$ cat src/rtl/imem_loader.sv
// imem_loader: framed byte-stream loader that writes IMEM and holds the CPU in reset until a full image is stored.
// Optional feature: define LOADER_CSUM_EN to require a trailing XOR checksum byte after the payload.
module imem_loader #(
  parameter int ADDR_W    = 10,
  parameter int BASE_WORD = 0
) (
  input  logic              CLK,
  input  logic              RST,
  input  logic              IN_VALID,
  input  logic [7:0]        IN_DATA,
  output logic              IN_READY,
  output logic              WE,
  output logic [ADDR_W-1:0] WADDR,
  output logic [31:0]       WDATA,
  output logic              CPU_RST_X,
  output logic              DONE,
  output logic              ERR
);

  localparam logic [ADDR_W-1:0] BASE_ADDR = ADDR_W'(BASE_WORD);
  localparam logic [31:0] MAX_WORDS = (ADDR_W >= 31) ? 32'hFFFF_FFFF : (32'd1 << ADDR_W);
  localparam logic [7:0] SYNC_BYTE = 8'hA5;

  typedef enum logic [2:0] {
    S_IDLE = 3'd0,
    S_LEN0 = 3'd1,
    S_LEN1 = 3'd2,
    S_DATA = 3'd3,
    S_FIN  = 3'd4,
    S_ERR  = 3'd5
`ifdef LOADER_CSUM_EN
    , S_CSUM = 3'd6
`endif
  } state_t;

`ifdef LOADER_CSUM_EN
  localparam state_t END_STATE = S_CSUM;
`else
  localparam state_t END_STATE = S_FIN;
`endif

  state_t            state_r, state_n;
  logic [7:0]        len_lo_r, len_lo_n;
  logic [15:0]       left_r, left_n;
  logic [ADDR_W-1:0] addr_r, addr_n;
  logic [1:0]        bidx_r, bidx_n;
  logic [23:0]       shift_r, shift_n;
  logic              in_ready_r;
  logic              we_r, we_n;
  logic [ADDR_W-1:0] waddr_r, waddr_n;
  logic [31:0]       wdata_r, wdata_n;
  logic              cpu_rst_x_r, done_r, done_n, err_r, err_n;
  logic              fire_s;
  logic [15:0]       len_s;
`ifdef LOADER_CSUM_EN
  logic [7:0]        csum_r, csum_n;
`endif

  assign fire_s = IN_VALID & in_ready_r;
  assign len_s  = {IN_DATA, len_lo_r};

  // Next-state, word assembly and registered-output intent
  always_comb begin
    state_n  = state_r;
    len_lo_n = len_lo_r;
    left_n   = left_r;
    addr_n   = addr_r;
    bidx_n   = bidx_r;
    shift_n  = shift_r;
    we_n     = 1'b0;
    waddr_n  = waddr_r;
    wdata_n  = wdata_r;
`ifdef LOADER_CSUM_EN
    csum_n   = csum_r;
`endif
    case (state_r)
      S_IDLE, S_FIN: begin
        if (fire_s && (IN_DATA == SYNC_BYTE)) begin
          state_n = S_LEN0;
        end else begin
          state_n = state_r;
        end
      end
      S_LEN0: begin
        if (fire_s) begin
          len_lo_n = IN_DATA;
          state_n  = S_LEN1;
`ifdef LOADER_CSUM_EN
          csum_n   = IN_DATA;
`endif
        end else begin
          state_n = state_r;
        end
      end
      S_LEN1: begin
        if (fire_s) begin
`ifdef LOADER_CSUM_EN
          csum_n = csum_r ^ IN_DATA;
`endif
          if (len_s == 16'd0) begin
            state_n = END_STATE;
          end else if ({16'd0, len_s} > MAX_WORDS) begin
            state_n = S_ERR;
          end else begin
            state_n = S_DATA;
            left_n  = len_s;
            addr_n  = BASE_ADDR;
            bidx_n  = 2'd0;
          end
        end else begin
          state_n = state_r;
        end
      end
      S_DATA: begin
        if (fire_s) begin
`ifdef LOADER_CSUM_EN
          csum_n  = csum_r ^ IN_DATA;
`endif
          bidx_n  = bidx_r + 2'd1;
          shift_n = {IN_DATA, shift_r[23:8]};
          // Byte 0 ends up in the low lane once the fourth byte lands on top.
          if (bidx_r == 2'd3) begin
            we_n    = 1'b1;
            waddr_n = addr_r;
            wdata_n = {IN_DATA, shift_r};
            addr_n  = addr_r + ADDR_W'(1);
            left_n  = left_r - 16'd1;
            if (left_r == 16'd1) begin
              state_n = END_STATE;
            end else begin
              state_n = S_DATA;
            end
          end else begin
            state_n = S_DATA;
          end
        end else begin
          state_n = state_r;
        end
      end
`ifdef LOADER_CSUM_EN
      S_CSUM: begin
        if (fire_s) begin
          if (IN_DATA == csum_r) begin
            state_n = S_FIN;
          end else begin
            state_n = S_ERR;
          end
        end else begin
          state_n = state_r;
        end
      end
`endif
      S_ERR: begin
        state_n = S_ERR;
      end
      default: begin
        state_n = S_ERR;
      end
    endcase
    // The last word's write pulse goes out first; DONE follows one cycle later.
    done_n = (state_n == S_FIN) && !we_n;
    err_n  = (state_n == S_ERR);
  end

  // State and output registers with synchronous reset
  always_ff @(posedge CLK) begin
    if (RST) begin
      state_r     <= S_IDLE;
      len_lo_r    <= 8'd0;
      left_r      <= 16'd0;
      addr_r      <= BASE_ADDR;
      bidx_r      <= 2'd0;
      shift_r     <= 24'd0;
      in_ready_r  <= 1'b0;
      we_r        <= 1'b0;
      waddr_r     <= BASE_ADDR;
      wdata_r     <= 32'd0;
      cpu_rst_x_r <= 1'b0;
      done_r      <= 1'b0;
      err_r       <= 1'b0;
`ifdef LOADER_CSUM_EN
      csum_r      <= 8'd0;
`endif
    end else begin
      state_r     <= state_n;
      len_lo_r    <= len_lo_n;
      left_r      <= left_n;
      addr_r      <= addr_n;
      bidx_r      <= bidx_n;
      shift_r     <= shift_n;
      in_ready_r  <= 1'b1;
      we_r        <= we_n;
      waddr_r     <= waddr_n;
      wdata_r     <= wdata_n;
      cpu_rst_x_r <= done_n;
      done_r      <= done_n;
      err_r       <= err_n;
`ifdef LOADER_CSUM_EN
      csum_r      <= csum_n;
`endif
    end
  end

  assign IN_READY  = in_ready_r;
  assign WE        = we_r;
  assign WADDR     = waddr_r;
  assign WDATA     = wdata_r;
  assign CPU_RST_X = cpu_rst_x_r;
  assign DONE      = done_r;
  assign ERR       = err_r;

endmodule

$ cat config.mk
export PLATFORM = sky130hd
export DESIGN_NAME = imem_loader
export DESIGN_NICKNAME = d
export VERILOG_FILES = /design/src/rtl/imem_loader.sv
export SDC_FILE = /design/constraint.sdc
export NUM_CORES = 1
export LEC_CHECK = 0
export BUFFER_PORTS_ARGS = -buffer_cell sky130_fd_sc_hd__buf_2
export CORE_ASPECT_RATIO = 0.8
export CORE_MARGIN = 2
export CORE_UTILIZATION = 52
export CTS_CLUSTER_SIZE = 24
export DETAILED_ROUTE_END_ITERATION = 10
export HOLD_SLACK_MARGIN = 0.12
export PLACE_DENSITY = 0.82
export SYNTH_ARGS = -nofsm -noshare
export SYNTH_HDL_FRONTEND = slang
export SYNTH_SLANG_ARGS = --single-unit
$ cat constraint.sdc
create_clock -name CLK -period 1.8 [get_ports CLK]
set_input_delay 0.27 -clock CLK [delete_from_list [all_inputs] [get_ports CLK]]
set_output_delay 0.27 -clock CLK [all_outputs]
set_load 0.02 [all_outputs]
After elaboration in Yosys (flattened, before gate mapping). Cells that the tools add are included. W data, S select, Z words.

Bits in registers: 109. Word-level logic and storage cells: 73. Output and inout bits: 47.

Reductions and logical operators: 12. Add/subtract/negate cells: 3. Mux-type cells: 30. Equality and inequality tests: 14. $lt $le $gt $ge: 1. Bitwise logic cells: 1.

Operators by type and width (number): $mux W16 (5); $mux W10 (5); $pmux W16 S2 (1); $mux W3 (8); $pmux W10 S2 (1); $eq A16 B1 Y1 const B (1); $gt A16 B11 Y1 const B (1); $logic_not A16 Y1 (1); $sub A16 B1 Y16 const B (1); $pmux W3 S4 (1); $add A10 B1 Y10 const B (1); $ne A2 B2 Y1 const B (5); $eq A3 B3 Y1 const B (3); $eq A8 B8 Y1 const B (1); $mux W2 (4); $eq A3 B2 Y1 const B (2); $reduce_and A6 Y1 (1); $reduce_and A5 Y1 (1); $mux W1 (4); $pmux W2 S2 (1); $reduce_and A2 Y1 (2); $eq A3 B1 Y1 const B (1); $logic_not A3 Y1 (1); $reduce_and A3 Y1 (1); 7 further kinds (8).

Depth between registers and ports, before layout.
Depth in word-level cells: 7. Mapped depth: 8. Mapped depth without buffers: 7.

Worst setup path after synthesis. OpenSTA, ideal clock, no wires.

Kind: reg-to-reg. Start: reg left_r[0]. End: reg left_r[10]. Stages on the path, launching flop included: 8. Data arrival time: 1916 ps. Data required time: 1678 ps. Path buffers: 0. Slack: -238 ps. Path through: dfxtp_1 -> inv_1 -> ha_1 -> nor4b_1 -> nand3_1 -> mux2i_1 -> nor3_1 -> a311o_1.

Word-level cells in the longest chain between the ends: 4.

Ends and longest elaborated chain: from (decl) (line 44) `logic [15:0] left_r, left_n;`; from (signal assigned) (line 187) `left_r <= left_n;`; $sub A16 B1 Y16 (line 127) `left_n = left_r - 16'd1;`; $mux W16 (line 122) `if (bidx_r == 2'd3) begin`; $mux W16 (line 115) `if (fire_s) begin`; $pmux W16 S2 (line 76) `case (state_r)`.

Every way passes these cells. The select of a mux whose other input is x is not followed. A chain may end at the register's enable or synchronous reset.

Worst setup path in the final report.
Start: reg len_lo_r[1]. End: reg left_r[10].

Word-level cells in the longest chain between the ends: 3. Elaborated cells on any way between the ends: 5.

Ends and longest elaborated chain: from (decl) (line 43) `logic [7:0] len_lo_r, len_lo_n;`; from (signal assigned) (line 186) `len_lo_r <= len_lo_n;`; $gt A16 B11 Y1 / $logic_not A16 Y1 (equally long branches) (line 102, 100); $ne A2 B2 Y1 (no line); $reduce_and A6 Y1 (no line) *.

Mark *: on every way between the ends. The rest lies on a longest branch, timed or not.

==> summary.md <==
| Metric | Value |
|---|---|
| Status | `complete, but fails checks` |
| Failing checks | `negative setup slack` |
| Global route overflow | `0` |
| Worst-Skew Late Latency | `between 0.3 and 0.4 ns` |
| Vias | `roughly 4600` |
| Die area | `9650 µm²` |
| Core Util, Final | `0.702` |
| Inst Count DP | `between 700 and 800` |
| WP data arrival | `2.34 ns` |
| WHS Path Cells | `3` |
| Overall routing resource usage | `0.255` |
| Max Clk Rate | `around 480 MHz` |
| Total power density per cell area | `644 nW/µm²` |
| Num CTS Buffers | `9` |
| Slew @ Worst Pin | `between 0.4 and 0.5 ns` |
| Syn Nets | `592` |
| Via-per-instance ratio | `5.83` |
| Commonest non-fill, non-tap cell in the layout | `nand2_1` |
| Most frequent cells in the layout | `149 x nand2_1, 107 x dfxtp_1, 80 x a21oi_1` |
| Synth top area share | `0.473` |
| CP required | `2.07 ns` |
| Critical path launch point type | `flop` |
| CTS tree | `yes` |
| Final Hold Fails | `0` |
| Die width | `109 µm` |
| RSZ-0062 raised after global routing | `yes` |
| Cell count of the worst reg-to-reg path | `6` |
| Critical Path Stages | `6` |
| Routed WL per cell | `16.5 µm` |
| Area of the core | `8560 µm²` |
| Initial antenna violation count | `0` |
| Slowest cell on the critical path | `or4_4` |
| IO Port Bufs | `57` |
| Critical path class | `reg -> reg` |
| Syn-to-layout area delta | `30.3%` |
| Yosys top cell by area | `dfxtp_1` |
| Primary FF master, synth | `dfxtp_1` |
| Synthesis warning total | `0` |
| Worst-path clk slew | `0.10 ns` |
| Worst Path Max Fanout | `8` |
| Max Buffers Root-to-Sink | `2` |
| Post-synthesis register bit count | `109` |
| LEAKAGE | `2.27 nW` |
| Final GP Congestion | `just over 0.9` |
| Top Family by Delay on Critical Path | `simple AND/OR/NAND/NOR gates` |
| # diodes | `0` |
| Final Non-Filler Cells | `792` |
| Starting Density | `0.539` |
| WL final | `about 13000 µm` |
| Drt pass-1 iters | `5` |
| Final Skew | `0.00949 ns` |
| Post-synth EDFFs | `0` |
| Worst reg2reg setup slack | `-0.28 ns` |
| Final Power | `a little under 0.004 W` |
| Max_slew headroom | `0.665` |
| Register area share after synthesis | `0.473` |
| Vias in the first global route | `4026` |
| Synth Instances | `577` |
| Buffers and inverters on the worst path | `1` |
| Final clock period utilization by the worst path | `1.15` |
| Final setup viols | `33` |
| FFs w/ async S/R, synth | `0` |
| Sinks on Clock Net | `~110` |
| Peak supply drop | `574 µV` |
| Mapped cell area | `4610 µm²` |
| Crit path cell chain | `or4_4 > nor4_4 > mux2i_2 > buf_6 > nor3_1 > a311o_1` |
| # nets final | `690` |
| First-pass GRT wire length | `19300 µm` |
| # rows | `30` |
| Residual DRC | `0` |
| CP peak stage delay | `0.48 ns` |
| DR iter-0 viols | `around 460` |
| PnR worst setup slack | `-0.278 ns` |
| Distinct cells, synth | `51` |
| Worst setup EP type | `flop` |
| Root Buffer | `clkbuf_8` |
| Layout cells sized above 1 | `0.285` |
| Syn_area_per_cell | `8.00 µm²` |
| Top cells by area, synth | `dfxtp_1 47%, nand2_1 12%, a21oi_1 9.2%` |
| Max Slew Vio Count | `0` |
| DRT antenna net count | `0` |
| Final critical-path required period | `2.08 ns` |
| Min-delay worst type | `in -> reg` |
| Htree depth | `3` |
| Die H | `88.3 µm` |
| Largest net degree at the start of global routing | `75` |
| # IOs | `58` |
| Max cap viols | `0` |
| DP Wirelength | `8570 µm` |
==> flip-flops by register name, indices dropped and copies added (netlist names) <==
| name | count |
|---|---|
| WDATA | 32 |
| shift_r | 24 |
| left_r | 16 |
| WADDR | 10 |
| addr_r | 10 |
| len_lo_r | 8 |
| state_r | 3 |
| bidx_r | 2 |
| DONE | 1 |
| ERR | 1 |
| IN_READY | 1 |
| WE | 1 |
==> Yosys cell counts (2+ instances only) <==
cell / number
a31oi_1: 9
clkbuf_1: 35
a21oi_1: 85
o21a_1: 3
nor3_1: 10
inv_1: 9
or4_1: 3
and3b_1: 2
dfxtp_1: 109
or2_2: 2
nand3b_1: 3
nand3_1: 9
o311ai_0: 6
mux2i_1: 10
o32ai_1: 3
a311oi_1: 5
buf_6: 2
and4_1: 2
or3_1: 3
a211oi_1: 4
nand2_1: 150
nor4_1: 5
nor2_1: 39
and3_1: 6
o2111ai_1: 2
nand4_1: 8
o31ai_1: 12
ha_1: 4
nor3b_1: 3
nor4b_1: 2
o21ai_0: 12
==> power by group <==
group / total [W] / leakage, nW / switching, W / internal [W]
sequential: 0.00241 / 0.879 / 0.00000287 / 0.00241
clock: 0.00132 / 0.0812 / 0.000813 / 0.000509
combinational: 0.000138 / 1.31 / 0.0000935 / 0.0000446
==> routing by layer <==
layer / global-route usage / wire length [µm] / vias up
met5: 0 / 0 / -
met4: 0.0898 / 181 / 0
met3: 0.0626 / 930 / 17
met2: 0.401 / 6350 / 206
met1: 0.345 / 5600 / 2164
li1: - / - / 2227
==> area by class of cell <==
class	count	area [µm²]
Multi-Input combinational cell	420	2600
Fill cell	664	2550
Sequential cell	109	2180
Timing Repair Buffer	126	888
Tap cell	112	140
Clock buffer	11	131
Clock inverter	5	36.3
Inverter	9	33.8
==> tightest hold or removal path: stages <==
cell	delay (ns)
buf_2	0.15
nand2_1	0.07
a21oi_1	0.05
==> metrics by stage <==
| step | worst slack [ns] | hold WS (ns) | area, µm² | setup TNS [ns] |
|---|---|---|---|---|
| 6_report | -0.278 | 0.208 | 6010 | -6.05 |
| 3_3_place_gp | -0.378 | 0.440 | 5400 | -9.40 |
| 2_1_floorplan | -0.183 | 0.406 | 4630 | -3.09 |
| 3_5_place_dp | -0.496 | 0.444 | 5400 | -11.46 |
| 5_1_grt | -0.347 | 0.215 | 6010 | -8.25 |
| 4_1_cts | -0.274 | 0.182 | 5630 | -5.29 |
==> path summary, 6_finish.rpt <==
kind                        endpoint                      from
max          left_r[10]$_SDFFE_PP0P_  len_lo_r[1]$_SDFFE_PP0P_
min           WDATA[27]$_SDFFE_PP0P_                IN_DATA[3]
max reg2reg  left_r[10]$_SDFFE_PP0P_  len_lo_r[1]$_SDFFE_PP0P_
min reg2reg    WDATA[3]$_SDFFE_PP0P_     WDATA[3]$_SDFFE_PP0P_
==> logic make-up (layout without fill, tap and decap cells) <==
logic type	Yosys count	after routing	synth area share
buffers and inverters	48	151	0.0431
and+or+nand+nor	254	254	0.248
AOI/OAI and AO/OA	151	151	0.201
muxes	11	11	0.0241
DFF	109	109	0.473
adders and majority gates	4	4	0.0108
==> repair_timing <==
| item | CTS | global route |
|---|---|---|
| buffers inserted | 0 | 6 |
| pin swaps | 0 | 19 |
| endpoints found under the setup margin | 33 | 46 |
| cloned | 0 | 1 |
| gates resized for setup | 18 | 60 |
| hold buffers | 0 | 0 |
Power figures use the tool's default switching activity.
